### config.mk
export PLATFORM = sky130hd
export DESIGN_NAME = seq_divider_32
export DESIGN_NICKNAME = d
export VERILOG_FILES = /design/src/rtl/seq_divider_32.sv
export SDC_FILE = /design/constraint.sdc
export NUM_CORES = 1
export LEC_CHECK = 0
export CORE_MARGIN = 2
export CORE_UTILIZATION = 52
export CTS_CLUSTER_SIZE = 40
export DETAILED_ROUTE_END_ITERATION = 6
export PLACE_DENSITY = 0.82
export SLEW_MARGIN = 40
export SYNTH_ARGS = -nofsm -noshare
export SYNTH_HDL_FRONTEND = slang
export SYNTH_SLANG_ARGS = --single-unit
### constraint.sdc
create_clock -name in_clk -period 2.8 [get_ports in_clk]
set_input_delay 0.56 -clock in_clk [delete_from_list [all_inputs] [get_ports in_clk]]
set_output_delay 0.56 -clock in_clk [all_outputs]
set_load 0.03 [all_outputs]
### src/rtl/seq_divider_32.sv
// Multi-cycle 32-bit signed restoring divider: one quotient bit per clock, {remainder, quotient} result.
// Optional macro DIV_UNSIGNED_SUPPORT_EN adds the in_unsigned port for unsigned division.
module seq_divider_32 (
    input  logic        in_clk,
    input  logic        in_rst_n,
    input  logic [31:0] in_dividend,
    input  logic [31:0] in_divisor,
    input  logic        in_start,
`ifdef DIV_UNSIGNED_SUPPORT_EN
    input  logic        in_unsigned,
`endif
    output logic        out_busy,
    output logic        out_done,
    output logic        out_div_zero,
    output logic [63:0] out_result
);

    typedef enum logic [1:0] {
        IDLE = 2'd0,
        ITER = 2'd1,
        DONE = 2'd2
    } state_t;

    state_t      state;
    logic [5:0]  cnt_q;
    logic        dz_q;

    logic [31:0] rem_q;
    logic [31:0] quo_q;
    logic [31:0] dsr_q;
    logic        sign_q_q;
    logic        sign_r_q;

    // |0x80000000| stays 0x80000000 when viewed as an unsigned magnitude.
    function automatic logic [31:0] magnitude(input logic signed [31:0] v);
        magnitude = v[31] ? 32'(-v) : 32'(v);
    endfunction

    function automatic logic [31:0] negate_if(input logic [31:0] v, input logic neg);
        negate_if = neg ? (~v + 32'd1) : v;
    endfunction

    logic unsigned_mode;
`ifdef DIV_UNSIGNED_SUPPORT_EN
    assign unsigned_mode = in_unsigned;
`else
    assign unsigned_mode = 1'b0;
`endif

    logic signed [31:0] dvd_s;
    logic signed [31:0] dsr_s;
    logic        [31:0] dvd_mag;
    logic        [31:0] dsr_mag;
    logic               accept;
    logic               dsr_zero;

    assign dvd_s    = in_dividend;
    assign dsr_s    = in_divisor;
    assign dvd_mag  = unsigned_mode ? in_dividend : magnitude(dvd_s);
    assign dsr_mag  = unsigned_mode ? in_divisor  : magnitude(dsr_s);
    assign accept   = in_start && ((state == IDLE) || (state == DONE));
    assign dsr_zero = (in_divisor == 32'd0);

    // Restoring step: the subtraction fits 32 bits whenever the 33-bit compare passes.
    logic [32:0] rem_shift;
    logic [31:0] rem_sub;
    logic        step_ge;
    logic        stepping;

    assign rem_shift = {rem_q, quo_q[31]};
    assign step_ge   = (rem_shift >= {1'b0, dsr_q});
    assign rem_sub   = rem_shift[31:0] - dsr_q;
    assign stepping  = (state == ITER) && (cnt_q != 6'd0);

    logic [31:0] quo_fix;
    logic [31:0] rem_fix;
    logic [63:0] result_next;

    // On divide-by-zero quo_q carries the raw dividend, which becomes the remainder.
    assign quo_fix     = negate_if(quo_q, sign_q_q);
    assign rem_fix     = negate_if(rem_q, sign_r_q);
    assign result_next = dz_q ? {quo_q, 32'hFFFF_FFFF} : {rem_fix, quo_fix};

    // Control FSM and registered outputs.
    always_ff @(posedge in_clk or negedge in_rst_n) begin
        if (!in_rst_n) begin
            state        <= IDLE;
            cnt_q        <= 6'd0;
            dz_q         <= 1'b0;
            out_div_zero <= 1'b0;
            out_result   <= 64'd0;
        end else begin
            case (state)
                IDLE, DONE: begin
                    if (accept) begin
                        out_div_zero <= 1'b0;
                        dz_q         <= dsr_zero;
                        cnt_q        <= dsr_zero ? 6'd0 : 6'd32;
                        state        <= ITER;
                    end else begin
                        state <= IDLE;
                    end
                end
                ITER: begin
                    if (cnt_q != 6'd0) begin
                        cnt_q <= cnt_q - 6'd1;
                    end else begin
                        out_result   <= result_next;
                        out_div_zero <= dz_q;
                        state        <= DONE;
                    end
                end
                default: state <= IDLE;
            endcase
        end
    end

    // Datapath registers; meaningful only between accept and the result write.
    always_ff @(posedge in_clk) begin
        if (accept) begin
            sign_q_q <= ~unsigned_mode & (in_dividend[31] ^ in_divisor[31]);
            sign_r_q <= ~unsigned_mode & in_dividend[31];
            rem_q    <= 32'd0;
            quo_q    <= dsr_zero ? in_dividend : dvd_mag;
            dsr_q    <= dsr_mag;
        end else if (stepping) begin
            rem_q <= step_ge ? rem_sub : rem_shift[31:0];
            quo_q <= {quo_q[30:0], step_ge};
        end
    end

    assign out_busy = (state == ITER);
    assign out_done = (state == DONE);

endmodule
Yosys cells after proc, flatten, opt, wreduce, memory -nomap -nowiden
Cells that the tools add are included.
- input port bits: 67
- bits in read-only memories: 0
- memory bits (writable): 0
- word-level logic and storage cells: 59
- memories: 0
- register bits: 172
- bits in latches: 0
- div/mod/pow operators: 0
- reduce and logical (&&, ||, !) cells: 13
- add/subtract/negate cells: 6
- equal/unequal tests: 5
- shift-type cells: 0
- multiply operators: 0
- $lt $le $gt $ge: 1
- bitwise operators: 4
- mux-type cells: 19
- operator list (operator ; count):
    $mux 32 ; 7
    $add 32x1->32 const B ; 2
    $mux 64 ; 1
    $neg 32->32 ; 2
    $not 32->32 ; 2
    $ge 33x32->1 ; 1
    $logic_not 32->1 ; 1
    $sub 32x32->32 ; 1
    $mux 31 ; 1
    $mux 6 ; 3
    $pmux 6 s2 ; 1
    $reduce_and 3->1 ; 2
    $reduce_bool 6->1 ; 1
    $sub 6x1->6 const B ; 1
    $ne 2x2->1 const B ; 2
    $pmux 2 s2 ; 1
    $reduce_and 2->1 ; 2
    $reduce_bool 2->1 ; 2
    $mux 1 ; 3
    $eq 2x1->1 const B ; 1
    $eq 2x2->1 const B ; 1
    $logic_and 1x1->1 ; 2
    $logic_not 2->1 ; 1
    $mux 2 ; 1
    6 further kinds ; 6

Longest topological paths before layout
Gate-level depths: netlist of run 1.
- depth after elaboration: 5
- gate-level depth with buffers: 13
- depth with buffers taken out: 11

Worst setup path after synthesis of run 1
Ideal clock, no wire load.
- path type: input-to-reg
- start: input in_divisor[13]
- end: register quo_q[30] (data pin)
- path slack: -0.357 ns
- path buffers: 1
- arrival: 2.889 ns
- stages on the path: 9
- setup time: 0.268 ns
- path through: or4_4 -> or4_1 -> or4_1 -> nand3b_4 -> and2_1 -> clkbuf_1 -> o21ai_0 -> xor2_1 -> o21ai_0
- word-level cells in the longest chain between the ends: 3
- ends and longest elaborated chain (item ; RTL line ; text):
    from (decl) ; 7 ; input logic [31:0] in_divisor,
    $logic_not 32->1 ; 62 ; assign dsr_zero = (in_divisor == 32'd0);
    $mux 32 ; 124 ; quo_q <= dsr_zero ? in_dividend : dvd_mag;
    $mux 32 ; 120 ; if (accept) begin
    to (signal assigned) ; 124 ;
    to (signal assigned) ; 128 ; quo_q <= {quo_q[30:0], step_ge};
    to (decl) ; 29 ; logic [31:0] quo_q;
Every way passes these cells.
A chain may end at the register's enable or synchronous reset.

Worst setup path after layout of run 1
- start: register quo_q[9]
- end: register out_result[30]
- word-level cells in the longest chain between the ends: 4
- ends and longest elaborated chain (item ; RTL line ; text):
    $not 32->32 ; 40 ; negate_if = neg ? (~v + 32'd1) : v;
    $add 32x1->32 ; 40 ;
    $mux 32 ; 40 ;
    $mux 64 ; 82 ; assign result_next = dz_q ? {quo_q, 32'hFFFF_FFFF} : {rem_fix, quo_fix};
    to (signal assigned) ; 108 ; out_result <= result_next;
    to (decl) ; 15 ; output logic [63:0] out_result
Every way passes these cells.

==> impl_results.md, run 1 <==
* Power per standard cell area at approximately 1200 nW/um^2
* Int Power at 10.2 mW
* Startpoint types: flop
* Drt total wl at 40100 um
* Worst EP required at 3.14 ns
* Peak VDD IR at 0.570 mV
* Initial DRT Pass Iterations at 7
* Filler cell count at 1361
* Synth Cell Area at 11200 um^2
* Fin cells at 1877
* Starting DRC count in detailed routing at 1461
* First-pass GRT wire length at 56100 um
* Num CTS Buffers at 17
* Outcome: finished, violations left
* Vias at 11700
* CTS max path bufs at 2
* Syn_nets at 1399
* Final period utilization at 112%
* Multi-input logic area at roughly 7100 um^2
* Min cycle time layout at 3.13 ns
* Async SR Flop Fraction at 43.0%
* Fmax at 0.320 GHz
* Syn avg cell area at just under 9 um^2
* Worst slew pin tran at slightly above 0.9 ns
* Number of global-route vias before repair at 10800
* HPWL after detailed placement at 24900 um
* CTS Hold Bufs at 0
* Cell leakage power at 6.63 nW
* Sw Share at 46.1%
* Seq/Total Area, Yosys at between 30% and 40%
* Flop pwr share at 26.0%
* Nets at 1695
* Site Rows at 53
* Register area at 4480 um^2
* Main area contributors after synthesis: edfxtp_1, dfrtp_1, o21ai_0, xnor2_1, dfxtp_1
* Failing checks: setup timing
* Vias per cell at 6.26
* #FFs+latches synth at 172
* Crit path kind: flop to flop
* Comb power frac at 60.2%
* Clk_skew at 0.0108 ns
* Clk sinks at 172
* Cell taking the most area after synthesis: edfxtp_1
* CP Max Fanout at 5
* Crit path capture type: flop
* Global route overflow at 0
* Cells after DPL at between 1500 and 2000
* Antenna Cells at 0
* Yosys warns at 0
* CTS Root Cell: clkbuf_16
* Post-synthesis instance total at 1293
* CTS tree: done
* Drt wl/cell at between 20 and 25 um
* Layout cells sized above 1 at 24.3%
* Synth Flop Type: dfrtp_1
* Syn-to-layout area delta at 41.3%
* Largest net degree at the start of global routing at 86
* H-tree levels at 4
* Max Cap Violations at 0
* Switching power at ~8.7 mW
* Crit path DAT at ~3.5 ns
* Die area at about 23000 um^2
* RSZ-0062 raised after global routing: yes
* Max-slew headroom at 39.6%
* Synth unique cells at 68
* GP Congestion at 0.957
* Part of the power in the clock network at a little over an eighth
* Most frequent cell after synthesis: nand2_1
* Starting density of the core at between 50% and 60%
* Final setup fails at 42
* Number of synthesized flops with an enable pin at 66
* Final worst slack at -0.328 ns
* Area share of the largest cell type after synthesis at 17.7%
* Final Max Tran Viols at 0
* Initial antenna violation count at 0
* Final Hold Fails at 0
* Total Routing Usage GR at 31.4%
* Die H at 151 um
* Worst min path class: input port to async pin
* Clk_lat worst skew at approximately 0.44 ns
* Overall die width at 151 um
* I/O Pins at around 130
* Setup TNS at -4.75 ns
* Top cells by count, synth: nand2_1, o21ai_0, a21oi_1
* Routed Antenna Nets at 0
* Reg clk slew, reported paths at 0.07 ns
* Core area at 21100 um^2
* Drt drc at 0
* Buffers on Ports at about 130
-- worst max-delay path, stage by stage, from the launching register on --
cell      delay [ns]
edfxtp_1        0.41
or4_4           0.53
or4_4           0.45
or3_4           0.40
or4_4           0.59
o31ai_4         0.29
xnor2_2         0.11
o21ai_1         0.16
nand2_1         0.07
-- power groups by stage --
| stage | Clock, mW | Sequential [mW] | Combinational, mW |
|---|---|---|---|
| 3_5_place_dp | 0 | 4.81 | 10.1 |
| 6_report | 2.60 | 4.93 | 11.4 |
| 4_1_cts | 2.57 | 4.77 | 10.3 |
| 5_1_grt | 2.69 | 4.98 | 12.2 |
| 3_3_place_gp | 0 | 4.77 | 9.81 |
| 2_1_floorplan | 0 | 5.59 | 5.30 |
-- worst paths after layout --
path / startpoint / endpoint / slack (ns) / cells after the start
worst max-delay path: quo_q[9]$_DFFE_PP_ / out_result[30]$_DFFE_PN0P_ / -0.33 / 8
worst min-delay path: in_rst_n / out_result[3]$_DFFE_PN0P_ / 0.10 / 1
worst max register to register: quo_q[9]$_DFFE_PP_ / out_result[30]$_DFFE_PN0P_ / -0.33 / 8
worst min register to register: out_result[44]$_DFFE_PN0P_ / out_result[44]$_DFFE_PN0P_ / 0.49 / 2
max in group asynchronous: in_rst_n / out_result[34]$_DFFE_PN0P_ / 2.10 / 2
min in group in_clk: out_result[44]$_DFFE_PN0P_ / out_result[44]$_DFFE_PN0P_ / 0.49 / 2
-- cells in the final DEF (no fill, tap or decap), types with 51 or more instances in the layout --
master             n
xnor2_1           66
inv_1             51
o21ai_0           95
buf_4            188
nand2_1          152
dfrtp_1           73
clkdlybuf4s50_1  121
edfxtp_1          66
xor2_1            61
a21oi_1           87
nor2_1            85
-- sequential cells by signal (all words and copies together), names as in the netlist --
name          count
out_result       64
sign_r_q          1
out_div_zero      1
dz_q              1
rem_q            32
cnt_q             6
quo_q            32
sign_q_q          1
state             2
dsr_q            32
-- logic make-up (layout without fill, tap and decap cells) --
kind of cell,after synthesis,after routing,share of synthesized area (%)
flip-flops,172,172,39.9
multiplexers,22,22,1.97
adder cells (fa/ha/maj),39,39,4.42
XOR/XNOR,146,146,11.4
AND/OR/NAND/NOR,410,413,17.4
AO/OA/AOI/OAI,381,381,20.6
buffers and inverters,123,429,4.20
-- final cells by class --
type	count	area share [%]
Inverter	59	1.45
Clock buffer	26	3.45
Sequential cell	172	28.3
Multi-Input combinational cell	1001	45.1
Clock inverter	6	0.585
Tap cell	275	2.17
Timing Repair Buffer	338	19.0
-- stage by stage --
stage / utilization [%] / setup slack [ns] / power (mW) / hold WS, ns / instance area (um^2)
floorplan: - / -0.312 / 10.9 / 0.264 / 11400
global placement: 67.1 / -0.811 / 14.6 / 0.462 / 14200
detailed placement: 67.1 / -0.894 / 14.9 / 0.467 / 14200
CTS: 71.9 / -0.244 / 17.7 / 0.106 / 15200
global route: 75.1 / -0.441 / 19.9 / 0.132 / 15800
finish: 75.1 / -0.328 / 18.9 / 0.102 / 15800
-- repair_timing --
item,in CTS,in global routing
setup buffers,10,14
gates cloned,4,0
endpoints found under the setup margin,60,90
resized for setup,95,124
pin swaps,32,54
-- per-layer routing --
| metal | global-route usage, % | wire length (um) | part of all wire [%] | vias up |
|---|---|---|---|---|
| met3 | 6.51 | 4300 | 11 | 248 |
| met4 | 14.6 | 2910 | 7.3 | 0 |
| met1 | 40.2 | 14700 | 37 | 5423 |
| met5 | 0 | 0 | 0 | - |
| met2 | 51.3 | 18100 | 45 | 846 |
| li1 | - | - | - | 5226 |
(Power assumes the default switching activity.)
==> inputs of run 2 (changes only) <==
--- a/config.mk
+++ b/config.mk
@@ -5,6 +5,7 @@
 export SDC_FILE = /design/constraint.sdc
 export NUM_CORES = 1
 export LEC_CHECK = 0
+export CAP_MARGIN = 15
 export CORE_MARGIN = 2
 export CORE_UTILIZATION = 52
 export CTS_CLUSTER_SIZE = 40
==> constraint.sdc (replaced) <==
create_clock -name in_clk -period 2.8 [get_ports in_clk]
set_input_delay 0.56 -clock in_clk [delete_from_list [all_inputs] [get_ports in_clk]]
set_output_delay 0.56 -clock in_clk [all_outputs]
set_load 0.01 [all_outputs]
==> results of run 2 <==
Same layout as run 1 (identical final DEF). Status: finished, violations left: setup timing.
Main changes from that run: total power 18.9 mW -> 18.3 mW; worst IR drop on VDD 0.570 mV -> 0.569 mV
==> inputs of run 3 (changes only) <==
--- a/config.mk
+++ b/config.mk
@@ -10,6 +10,7 @@
 export CORE_UTILIZATION = 52
 export CTS_CLUSTER_SIZE = 40
 export DETAILED_ROUTE_END_ITERATION = 6
+export MAX_ROUTING_LAYER = met4
 export PLACE_DENSITY = 0.82
 export SLEW_MARGIN = 40
 export SYNTH_ARGS = -nofsm -noshare
==> run 3 against run 2 <==
Net effect:
- routed wire length up 1.2%
- critical endpoint is now out_result[26]$_DFFE_PN0P_
- the flow finishes with violations (DRC, setup timing)
- count of clock-buffer cells in the layout down 6
- maximum frequency down 4.4%
- highest routed layer unchanged
==> impl_results.md, run 3 (synthesized netlist as in run 1, its figures left out) <==
* Outcome: finished, violations left
* Failing checks: DRC, setup timing
* Slowest stage cell, crit path: or4_4
* Grt met1 use at 40.4% (+0.21 points)
* Layout cells sized above 1 at 25.5% (+1.2 points)
* Crit path max-delay family: simple AND/OR/NAND/NOR gates
* Max-slew headroom at 50.8% (+11 points)
* Max reg flops at 64 (unchanged)
* Site Rows at 53 (unchanged)
* Die area at 22700 um^2 (unchanged)
* Crit path cell chain: or4_4 > or4_4 > or3_4 > or4_4 > o21ai_2 > xor2_2 > a21oi_1
* Commonest non-fill, non-tap cell in the layout: buf_4
* Total Routing Usage GR at 32.7% (+1.3 points)
* Max stage delay on crit path at 0.59 ns (about the same)
* Worst EP required at 3.10 ns (-0.04 ns)
* Layout Utilization at 75.8% (+0.73 points)
* Overall die width at 151 um (unchanged)
* Initial antenna violation count at 0 (unchanged)
* Starting DRC count in detailed routing at 1687 (+15%)
* Cell leakage power at 6.73 nW (+1.6%)
* Worst slew pin tran at 0.737 ns (-0.167 ns)
* Crit path capture type: flop
* Startpoint types: flop
* Die H at 151 um (unchanged)
* Crit path DAT at 3.57 ns (+0.11 ns)
* Nets at 1714 (+1.1%)
* Biggest register: out_result
* Crit path kind: flop to flop
* Drt drc at 4 (+4)
* Peak VDD IR at 0.570 mV
* CTS tree: done
* Reg clk slew, reported paths at 0.07 ns (about the same)
* Clk_skew at 0.0141 ns (+0.00331 ns)
* H-tree levels at 4 (unchanged)
* Power per standard cell area at between 1000 and 1500 nW/um^2
* First-pass GRT wire length at 56400 um (+0.54%)
* Antenna Cells at 0 (unchanged)
* Num CTS Buffers at 17 (unchanged)
* Core area at 21100 um^2 (unchanged)
* Total Power at roughly 19 mW
* CTS Root Cell: clkbuf_16
* Initial DRT Pass Iterations at 7 (unchanged)
* CP Max Fanout at 5 (unchanged)
* Min cycle time layout at 3.27 ns (+0.143 ns)
* Vias at 12100 (+3.3%)
* Most frequent cells in the layout: buf_4, nand2_1, clkdlybuf4s50_1
* Final Max Tran Viols at 0 (unchanged)
* Setup WS pre-CTS at -0.912 ns (-0.0182 ns)
* Buffers on Ports at 133 (unchanged)
* Vias per cell at 6.40 (+2.3%)
* GP Congestion at 0.938 (-2.0%)
* Filler cell count at 1286 (-5.5%)
* GR Util met2 at 51.8% (+0.52 points)
* Final setup fails at 78 (+86%)
* CTS Hold Bufs at 0 (unchanged)
* Most Crowded Layer GR: met2
* RSZ-0062 raised after global routing: yes
* Clk sinks at 172 (unchanged)
* Drt wl/cell at 21.4 um (+0.17%)
* HPWL after detailed placement at 25000 um (+0.50%)
* Starting density of the core at 53.1% (unchanged)
* I/O Pins at 134 (unchanged)
* Drt total wl at 40500 um (+1.2%)
* Final Hold Fails at 0 (unchanged)
* Number of global-route vias before repair at 10900 (+1.3%)
* Final period utilization at 117% (+5.1 points)
* Buf/Inv on CP at 0 (unchanged)
* Syn-to-layout area delta at 42.7%
* Clk_lat worst skew at 0.44 ns (about the same)
* Max Cap Violations at 0 (unchanged)
* Largest net degree at the start of global routing at 86 (unchanged)
* Global route overflow at 0 (unchanged)
* Worst min path class: input port to async pin
* Final worst slack at -0.471 ns (-0.143 ns)
* Routed Antenna Nets at 0 (unchanged)
* Most frequent CP cell: or4_4
* Global-route track usage on met3 at 6.27% (-0.24 points)
* CTS max path bufs at 2 (unchanged)
* Fmax at 0.306 GHz (-4.4%)
[run 3: cell count changes in the layout (fill, tap and decap cells not counted), moves of 6 or more]
cell	change
a21oi_1	-6
dlymetal6s2s_1	+6
buf_4	+10
o21ai_0	-18
a21oi_2	+8
buf_6	+7
o21ai_1	+18
[run 3: cell type report]
| cell class | instances | area (um^2) | area share, % |
|---|---|---|---|
| inverter | 59 | 231 | 1.45 |
| multi-input combinational | 1001 | 7130 | 44.6 |
| clock inverter | 12 | 109 | 0.681 |
| timing repair buffer | 357 | 3230 | 20.2 |
| clock buffer | 20 | 468 | 2.93 |
| tap | 275 | 344 | 2.15 |
| sequential | 172 | 4480 | 28.0 |
[run 3: path summary, 6_finish.rpt]
check / from / to / slack, ns / cells after the start
max: quo_q[8]$_DFFE_PP_ / out_result[26]$_DFFE_PN0P_ / -0.47 / 7
min reg2reg: out_result[24]$_DFFE_PN0P_ / out_result[24]$_DFFE_PN0P_ / 0.48 / 2
min in group in_clk: out_result[24]$_DFFE_PN0P_ / out_result[24]$_DFFE_PN0P_ / 0.48 / 2
min: in_rst_n / out_result[17]$_DFFE_PN0P_ / 0.12 / 1
max in group asynchronous: in_rst_n / out_result[47]$_DFFE_PN0P_ / 1.97 / 2
max reg2reg: quo_q[8]$_DFFE_PP_ / out_result[26]$_DFFE_PN0P_ / -0.47 / 7
[run 3: through the flow]
| stage | std cells | hold slack, ns | cell area, um^2 | TNS [ns] |
|---|---|---|---|---|
| after floorplan | 1293 | 0.264 | 11400 | -8.41 |
| after global routing | 1896 | 0.171 | 16000 | -13.37 |
| after detailed placement | 1828 | 0.469 | 14200 | -34.49 |
| after global placement | 1828 | 0.462 | 14200 | -31.05 |
| after CTS | 1876 | 0.146 | 15300 | -5.97 |
| final | 1896 | 0.122 | 16000 | -7.52 |
[run 3: where the power goes]
group	switching [mW]	leakage (nW)	internal [mW]
logic	6.21	4.64	5.03
clock network	1.06	0.275	1.31
registers	0.992	1.82	3.90
[run 3: routing by layer]
| layer | share of wire [%] | vias to the layer above |
|---|---|---|
| met5 | 0 | - |
| met3 | 11 | 314 |
| met1 | 37 | 5601 |
| met4 | 6.8 | 0 |
| li1 | - | 5265 |
| met2 | 46 | 953 |
[run 3: what timing repair did]
item	CTS	global route
gates resized for setup	111	147
endpoints found under the setup margin	62	92
gates cloned	4	3
buffers inserted	13	18
pin swaps	37	67
